**src/rtl/stack_ctrl_unit.sv**
```systemverilog
// Multi-cycle control unit for the stack-machine datapath: sequences micro-steps
// from a 4-bit opcode, tracks stack occupancy and traps faults in a sticky state.
module stack_ctrl_unit #(
  parameter int unsigned DATA_W = 8,
  parameter int unsigned DEPTH  = 16,
  parameter int unsigned SP_W   = 5
) (
  input  logic              clk,
  input  logic              rst,
  input  logic [3:0]        opcode,
  input  logic [DATA_W-1:0] d_out,
  output logic              ldpc,
  output logic              ldmem,
  output logic              ldalu,
  output logic              pcsrc,
  output logic              memsrc,
  output logic              alusrcA,
  output logic              alusrcB,
  output logic              memRead,
  output logic              memWrite,
  output logic              push,
  output logic              pop,
  output logic              tos,
  output logic [1:0]        stksrc,
  output logic [2:0]        alu_control,
  output logic [SP_W-1:0]   sp_count,
  output logic              halted,
  output logic              fault,
  output logic [1:0]        fault_code
);

  localparam logic [3:0] OP_ADD  = 4'd0;
  localparam logic [3:0] OP_SUB  = 4'd1;
  localparam logic [3:0] OP_AND  = 4'd2;
  localparam logic [3:0] OP_NOT  = 4'd3;
  localparam logic [3:0] OP_PUSH = 4'd4;
  localparam logic [3:0] OP_POP  = 4'd5;
  localparam logic [3:0] OP_JMP  = 4'd6;
  localparam logic [3:0] OP_JZ   = 4'd7;
  localparam logic [3:0] OP_OR   = 4'd8;
  localparam logic [3:0] OP_XOR  = 4'd9;
  localparam logic [3:0] OP_DUP  = 4'd10;
  localparam logic [3:0] OP_JNZ  = 4'd11;
  localparam logic [3:0] OP_NOP  = 4'd12;
  localparam logic [3:0] OP_HALT = 4'd13;

  localparam logic [1:0] FC_NONE  = 2'd0;
  localparam logic [1:0] FC_UNDER = 2'd1;
  localparam logic [1:0] FC_OVER  = 2'd2;
  localparam logic [1:0] FC_ILL   = 2'd3;

  typedef enum logic [3:0] {
    ST_IF, ST_ID, ST_POP1, ST_POP2, ST_ALU, ST_A_PUSH, ST_M_PUSH, ST_M_POP,
    ST_M_WRITE, ST_TOS, ST_Z_CHECK, ST_JUMP, ST_DUP_TOS, ST_DUP_PUSH, ST_HALT, ST_FAULT
  } state_t;

  state_t     state, state_nxt;
  logic [1:0] fault_code_nxt;
  logic [1:0] need;
  logic       is_binary;
  logic       illegal;
  logic       underflow;
  logic       overflow;
  logic       take_branch;

  // Decode-stage legality checks
  always_comb begin
    is_binary = (opcode == OP_ADD) || (opcode == OP_SUB) || (opcode == OP_AND) ||
                (opcode == OP_OR)  || (opcode == OP_XOR);
    illegal   = (opcode > OP_HALT);
    need      = 2'd0;
    if (is_binary)
      need = 2'd2;
    else if ((opcode == OP_NOT) || (opcode == OP_POP) || (opcode == OP_JZ) ||
             (opcode == OP_JNZ) || (opcode == OP_DUP))
      need = 2'd1;
    underflow   = (sp_count < SP_W'(need));
    overflow    = ((opcode == OP_PUSH) || (opcode == OP_DUP)) && (sp_count == SP_W'(DEPTH));
    take_branch = (opcode == OP_JNZ) ? (d_out != '0) : (d_out == '0);
  end

  always_ff @(posedge clk or posedge rst) begin
    if (rst) state <= ST_IF;
    else     state <= state_nxt;
  end

  always_comb begin
    state_nxt      = state;
    fault_code_nxt = fault_code;
    case (state)
      ST_IF: state_nxt = ST_ID;
      ST_ID: begin
        if (illegal) begin
          state_nxt      = ST_FAULT;
          fault_code_nxt = FC_ILL;
        end else if (underflow) begin
          state_nxt      = ST_FAULT;
          fault_code_nxt = FC_UNDER;
        end else if (overflow) begin
          state_nxt      = ST_FAULT;
          fault_code_nxt = FC_OVER;
        end else if (is_binary) begin
          state_nxt = ST_POP1;
        end else begin
          case (opcode)
            OP_NOT:          state_nxt = ST_POP2;
            OP_PUSH:         state_nxt = ST_M_PUSH;
            OP_POP:          state_nxt = ST_M_POP;
            OP_JMP:          state_nxt = ST_JUMP;
            OP_JZ, OP_JNZ:   state_nxt = ST_TOS;
            OP_DUP:          state_nxt = ST_DUP_TOS;
            OP_HALT:         state_nxt = ST_HALT;
            default:         state_nxt = ST_IF;
          endcase
        end
      end
      ST_POP1:     state_nxt = ST_POP2;
      ST_POP2:     state_nxt = ST_ALU;
      ST_ALU:      state_nxt = ST_A_PUSH;
      ST_A_PUSH:   state_nxt = ST_IF;
      ST_M_PUSH:   state_nxt = ST_IF;
      ST_M_POP:    state_nxt = ST_M_WRITE;
      ST_M_WRITE:  state_nxt = ST_IF;
      ST_TOS:      state_nxt = ST_Z_CHECK;
      ST_Z_CHECK:  state_nxt = take_branch ? ST_JUMP : ST_IF;
      ST_JUMP:     state_nxt = ST_IF;
      ST_DUP_TOS:  state_nxt = ST_DUP_PUSH;
      ST_DUP_PUSH: state_nxt = ST_IF;
      ST_HALT:     state_nxt = ST_HALT;
      ST_FAULT:    state_nxt = ST_FAULT;
      default:     state_nxt = ST_IF;
    endcase
  end

  // Moore strobe decode; everything is held low while reset is asserted
  always_comb begin
    ldpc        = 1'b0;
    ldmem       = 1'b0;
    ldalu       = 1'b0;
    pcsrc       = 1'b0;
    memsrc      = 1'b0;
    alusrcA     = 1'b0;
    alusrcB     = 1'b0;
    memRead     = 1'b0;
    memWrite    = 1'b0;
    push        = 1'b0;
    pop         = 1'b0;
    tos         = 1'b0;
    stksrc      = 2'd0;
    alu_control = 3'd0;
    halted      = 1'b0;
    fault       = 1'b0;
    if (!rst) begin
      case (state)
        ST_IF: begin
          ldpc    = 1'b1;
          memRead = 1'b1;
          ldmem   = 1'b1;
        end
        ST_POP1, ST_POP2, ST_M_POP: pop = 1'b1;
        ST_ALU: begin
          alusrcA = 1'b1;
          alusrcB = 1'b1;
          ldalu   = 1'b1;
          case (opcode)
            OP_OR:   alu_control = 3'd4;
            OP_XOR:  alu_control = 3'd5;
            default: alu_control = {1'b0, opcode[1:0]};
          endcase
        end
        ST_A_PUSH: push = 1'b1;
        ST_M_PUSH: begin
          memsrc  = 1'b1;
          memRead = 1'b1;
          push    = 1'b1;
          stksrc  = 2'd1;
        end
        ST_M_WRITE: begin
          memWrite = 1'b1;
          memsrc   = 1'b1;
        end
        ST_TOS, ST_DUP_TOS: tos = 1'b1;
        ST_JUMP: begin
          pcsrc = 1'b1;
          ldpc  = 1'b1;
        end
        ST_DUP_PUSH: begin
          push   = 1'b1;
          stksrc = 2'd2;
        end
        ST_HALT:  halted = 1'b1;
        ST_FAULT: fault  = 1'b1;
        default: ;
      endcase
    end
  end

  // Occupancy counter; decode-stage checks keep it within 0..DEPTH
  always_ff @(posedge clk or posedge rst) begin
    if (rst)       sp_count <= '0;
    else if (push) sp_count <= sp_count + SP_W'(1);
    else if (pop)  sp_count <= sp_count - SP_W'(1);
  end

  always_ff @(posedge clk or posedge rst) begin
    if (rst) fault_code <= FC_NONE;
    else     fault_code <= fault_code_nxt;
  end

endmodule

```
**config.mk**
```make
export PLATFORM = sky130hd
export DESIGN_NAME = stack_ctrl_unit
export DESIGN_NICKNAME = d
export VERILOG_FILES = /design/src/rtl/stack_ctrl_unit.sv
export SDC_FILE = /design/constraint.sdc
export NUM_CORES = 1
export LEC_CHECK = 0
export ABC_AREA = 1
export BUFFER_PORTS_ARGS = -buffer_cell sky130_fd_sc_hd__buf_2
export CAP_MARGIN = 10
export CORE_AREA = 4 4 62 64
export CTS_CLUSTER_DIAMETER = 100
export DETAILED_ROUTE_END_ITERATION = 12
export DIE_AREA = 0 0 66 68
export PLACE_DENSITY = 0.56
export SLEW_MARGIN = 10
export SYNTH_ARGS = -nofsm -noshare
export SYNTH_HDL_FRONTEND = slang
export SYNTH_SLANG_ARGS = --single-unit
```
**constraint.sdc**
```tcl
create_clock -name clk -period 1.7 [get_ports clk]
set_input_delay 0.51 -clock clk [delete_from_list [all_inputs] [get_ports clk]]
set_output_delay 0.51 -clock clk [all_outputs]
set_load 0.005 [all_outputs]
```
Yosys cells after proc, flatten, opt, wreduce, memory -nomap -nowiden
Memories as Yosys holds them, arrays and structs flattened.
Cells that the tools add are included.
Widths: inputs -> output; s select.
{ "op_classes": {"addsub": 2, "n_lt_le_gt_ge": 2, "eq_ne": 26, "n_mux": 43, "n_reduce_logical": 24} }
{ "ops": {"columns": ["cell", "count"], "rows": [
  ["$eq 4x4->1 const B", 12],
  ["$pmux 4 s12", 1],
  ["$eq 4x3->1 const B", 7],
  ["$mux 1", 26],
  ["$mux 4", 5],
  ["$eq 4x2->1 const B", 4],
  ["$mux 2", 5],
  ["$mux 5", 2],
  ["$logic_or 1x1->1", 9],
  ["$eq 4x1->1 const B", 2],
  ["$logic_not 4->1", 2],
  ["$logic_not 8->1", 1],
  ["$reduce_bool 8->1", 1],
  ["$reduce_or 2->1", 4],
  ["$mux 3", 2],
  ["$pmux 3 s2", 1],
  ["$reduce_or 3->1", 2],
  ["$add 5x1->5 const B", 1],
  ["$eq 5x5->1 const B", 1],
  ["$lt 5x2->1", 1],
  ["$reduce_or 5->1", 1],
  ["$sub 5x1->5 const B", 1],
  ["$gt 4x4->1 const B", 1],
  ["$pmux 2 s2", 1],
  ["4 further kinds", 4]
]} }
{ "totals": {"reg_bits": 11, "mem_bits_ro": 64, "input_bits": 14, "output_inout_bits": 26, "wordCells": 101, "memories": 1} }
{ "mem_list": {"columns": ["memory", "words", "word_bits", "rd", "rd_clocked_by_memory_dff", "wr", "line_no", "rtl"], "rows": [
  ["(no name shown)", 16, 4, 1, 0, 0, "105", "case (opcode)"]
]} }

Depth between registers and ports, before layout
{ "logic_depth": {"depth_word": 11, "ltp_mapped": 14, "mapped_depth_nobuf": 14} }

Worst setup path before layout
No wires, ideal clock.
{ "synth_path": {"kind": "input-to-reg", "startpoint": "in rst", "endpoint": "reg sp_count[4]", "setup_time_ns": 0.117, "arrival_ns": 2.086, "setup_slack_ns": -0.503, "stages": 11, "path_buffers": 0, "cell_sequence": "inv_1 -> nand3_2 -> nand2_4 -> inv_4 -> fa_1 -> nand3_1 -> nand2_1 -> nand3_1 -> nand3_2 -> nand2_1 -> nand2_1"} }
{ "synth_via": {"elab_chain_len": 2, "elab_cells_between_ends": 4} }
{ "synth_lines": {"columns": ["element", "line_no", "rtl"], "rows": [
  ["from (decl)", "9", "input logic rst,"],
  ["$mux 1 (*)", "153", "if (!rst) begin"],
  ["via push", "21", "output logic push,"],
  ["$mux 5 or $reduce_bool 2->1 (tied branches)", null, null],
  ["to (signal assigned)", "201", "else if (push) sp_count <= sp_count + SP_W'(1);"],
  ["to (signal assigned)", "202", "else if (pop) sp_count <= sp_count - SP_W'(1);"],
  ["to (decl)", "26", "output logic [SP_W-1:0] sp_count,"]
]} }
Mark *: on every way through the listed nets, which the timed path passes. The rest lies on a longest branch.
A chain may end at the register's enable or synchronous reset.

Worst setup path in the final report
{ "layout_path": {"startpoint": "reg state[1]", "endpoint": "out tos"} }
{ "layout_via": {"elab_chain_len": 4, "elab_cells_between_ends": 5} }
{ "layout_lines": {"columns": ["element", "line_no", "rtl"], "rows": [
  ["from (decl)", "57", "state_t state, state_nxt;"],
  ["from (signal assigned)", "84", "else state <= state_nxt;"],
  ["$eq 4x4->1", "154", "case (state)"],
  ["$reduce_or 2->1 (*)", "154", null],
  ["$mux 1 (*)", "154", null],
  ["$mux 1 (*)", "153", null],
  ["to (decl)", "23", "output logic tos,"]
]} }
Mark *: on every way between the ends. The rest lies on a longest branch, timed or not.

==> summary.md <==
| Metric | Value |
|---|---|
| Initial DRT Pass Iterations | 4 |
| Mapped Area | 1100 um^2 |
| Type of element launching the critical path | flip-flop |
| Post-route cell area | 1910 um^2 |
| Largest cells by area after synthesis | dfrtp_1 (25%), nand2_1 (16%), nor2_1 (11%), inv_1 (6.8%), nand3_1 (5.9%) |
| Initial antenna violation count | 0 |
| Core Footprint | 3280 um^2 |
| Routed length per instance | 10.7 um |
| Synthesized netlist cell count | 173 |
| Routability cong. | 0.799 |
| Final Hold Viols | 0 |
| DIE WIDTH | 66 um |
| Via count | 1338 |
| Ant. Diodes | 0 |
| CTS Root Cell | clkbuf_4 |
| Initial Util | 0.335 |
| Finish-stage setup viols | 23 |
| Flops & latches, synth | 11 |
| Final critical-path required period | 1.92 ns |
| Placement row count | 21 |
| TritonCTS buffer count | 3 |
| Fin. max-slew vios | 0 |
| ANT nets after route | 0 |
| Hold Crit Class | in -> async |
| Wirelength, routed | 3200 um |
| Synthesis-to-finish area growth | 73.5% |
| CTS tree | done |
| Detail-routed via count per cell | 4.46 |
| LEAKAGE | 1.07 nW |
| Status | finished, violations left |
| Die area | 4490 um^2 |
| DRC viols | 0 |
| Crit Path Class | reg -> out |
| Worst skew pair latency | 0.26 ns |
| Area after DPL | 1600 um^2 |
| Largest area contributor in the netlist | dfrtp_1 |
| Critical Path End Type | output port |
| Syn Nets | 191 |
| CTS max path bufs | 2 |
| Power consumption | 0.513 mW |
| Total power per unit cell area | 269 nW/um^2 |
| Slew margin rel. | 0.795 |
| Crit path max fanout | 5 |
| Worst Tran Pin Value | 0.308 ns |
| Number of port buffers | 39 |
| Largest net degree at the start of global routing | 10 |
| RSZ-0062 raised after global routing | true |
| Syn. warnings | 0 |
| Total GRT Usage | 0.139 |
| Max_cap viols | 0 |
| HPWL after DPL | 2450 um |
| Failing checks | setup timing |
| Layout cell share with drive strength beyond 1 | 0.575 |
| Max Freq | 520 MHz |
| Reg clk slew, reported paths | 0.07 ns |
| Arrival time of the worst setup path | 1.41 ns |
| Post-synth top area share | 0.250 |
| PnR worst setup slack | -0.223 ns |
| Post-synthesis cell type count | 30 |
| Tcrit/Tclk final | 1.13 |
| Die Height | 68 um |
| Register area share after synthesis | 0.250 |
| Global-route wire length before repair | 5060 um |
| VDD IR-drop max | 0.000164 V |
| Drt initial violations | 53 |
| Final Net Count | 273 |
| Setup Skew | 0.00191 ns |
| H-tree Lvls | 1 |
| CP required | 1.19 ns |
| Clock sinks | 11 |
| Synth Area per Inst | 6.36 um^2 |
| GRT overflow | 0 |
| IO Count | 40 |
| Vias in the first global route | 1219 |
[synth_stat cells (all sizes together)]
cell and instances:
a21oi 8, a22oi 1, buf 3, clkbuf 1, dfrtp 11, fa 1, ha 3, inv 25
nand2 50, nand3 16, nand4 3, nor2 35, nor3 3, nor4 1, o21ai 9, xnor2 2
xor2 1
[repair_timing]
item                                    4_1_cts  5_1_grt
setup buffers                                 3       12
hold buffers                                  0        0
resized for setup                            15       38
pin swaps                                     4       15
endpoints found under the setup margin       22       23
[registers in the layout, indices dropped and copies added, names as in the netlist]
register    cells
sp_count        5
state           4
fault_code      2
[final timing paths]
check	startpoint	endpoint	slack, ns	cells past startpoint
max	state[1]$_DFF_PP0_	tos	-0.22	6
min	rst	sp_count[4]$_DFFE_PP0P_	0.33	3
max reg2reg	state[1]$_DFF_PP0_	sp_count[4]$_DFFE_PP0P_	-0.17	12
min reg2reg	fault_code[0]$_DFFE_PP0P_	fault_code[0]$_DFFE_PP0P_	0.47	2
max in group asynchronous	rst	state[0]$_DFF_PP0_	1.19	3
min in group clk	fault_code[0]$_DFFE_PP0P_	fault_code[0]$_DFFE_PP0P_	0.47	2
[cells in the final DEF (no fill, tap or decap), types with 2 or more instances in the layout]
cell type / count
o21ai_1: 2
a21oi_2: 6
dfrtp_1: 9
nand3_2: 4
buf_4: 34
nand2_1: 36
nand4_1: 3
xnor2_2: 2
nor2_2: 2
dfrtp_2: 2
nand3_4: 2
nand2_2: 10
buf_2: 38
inv_2: 10
inv_4: 2
a21oi_1: 2
o21ai_2: 2
nand2_4: 3
nand3_1: 10
ha_4: 3
o21ai_0: 5
clkbuf_4: 3
inv_1: 11
buf_6: 9
nor2_1: 27
nor2_4: 6
[layer usage]
layer | part of all wire | GRT usage
met1 | 0.45 | 0.181
met2 | 0.50 | 0.250
met3 | 0.034 | 0.0115
met4 | 0.017 | 0.0305
met5 | 0 | 0
[per-stage QoR]
stage / setup slack [ns] / TNS [ns] / util / hold WS (ns) / std cells
2_1_floorplan: -0.161 / -0.437 / - / 0.344 / 173
3_3_place_gp: -0.124 / -0.560 / 0.487 / 0.457 / 281
3_5_place_dp: -0.175 / -0.734 / 0.487 / 0.454 / 281
4_1_cts: -0.242 / -3.03 / 0.513 / 0.328 / 288
5_1_grt: -0.289 / -4.91 / 0.581 / 0.340 / 300
6_report: -0.223 / -3.19 / 0.581 / 0.328 / 300
[critical path, cell delays in order, from the launching register on]
cell	delay, ns
dfrtp_2	0.46
buf_4	0.16
nor2_4	0.11
buf_6	0.13
nand2_4	0.05
a21oi_2	0.12
buf_2	0.12
[power breakdown]
group	internal [mW]	total, mW	switching [mW]
sequential	0.261	0.261	0
combinational	0.0275	0.0706	0.0431
clock	0.0906	0.181	0.0905
[layout make-up]
| cell class | count | area [um^2] |
|---|---|---|
| Multi-Input combinational cell | 133 | 890 |
| Timing Repair Buffer | 81 | 547 |
| Tap cell | 46 | 57.6 |
| Inverter | 25 | 110 |
| Sequential cell | 11 | 278 |
| Clock buffer | 4 | 26.3 |
| Fill cell | 318 | 1380 |
[logic make-up (layout without fill, tap and decap cells)]
group,count (synthesis),count (layout),synth area share
compound gates,18,18,0.0944
xor+xnor,3,3,0.0307
fa+ha+maj,4,4,0.0523
buf+inv,29,110,0.109
flops,11,11,0.250
simple gates,108,108,0.463
No activity file was read; power rests on OpenSTA's default activity.
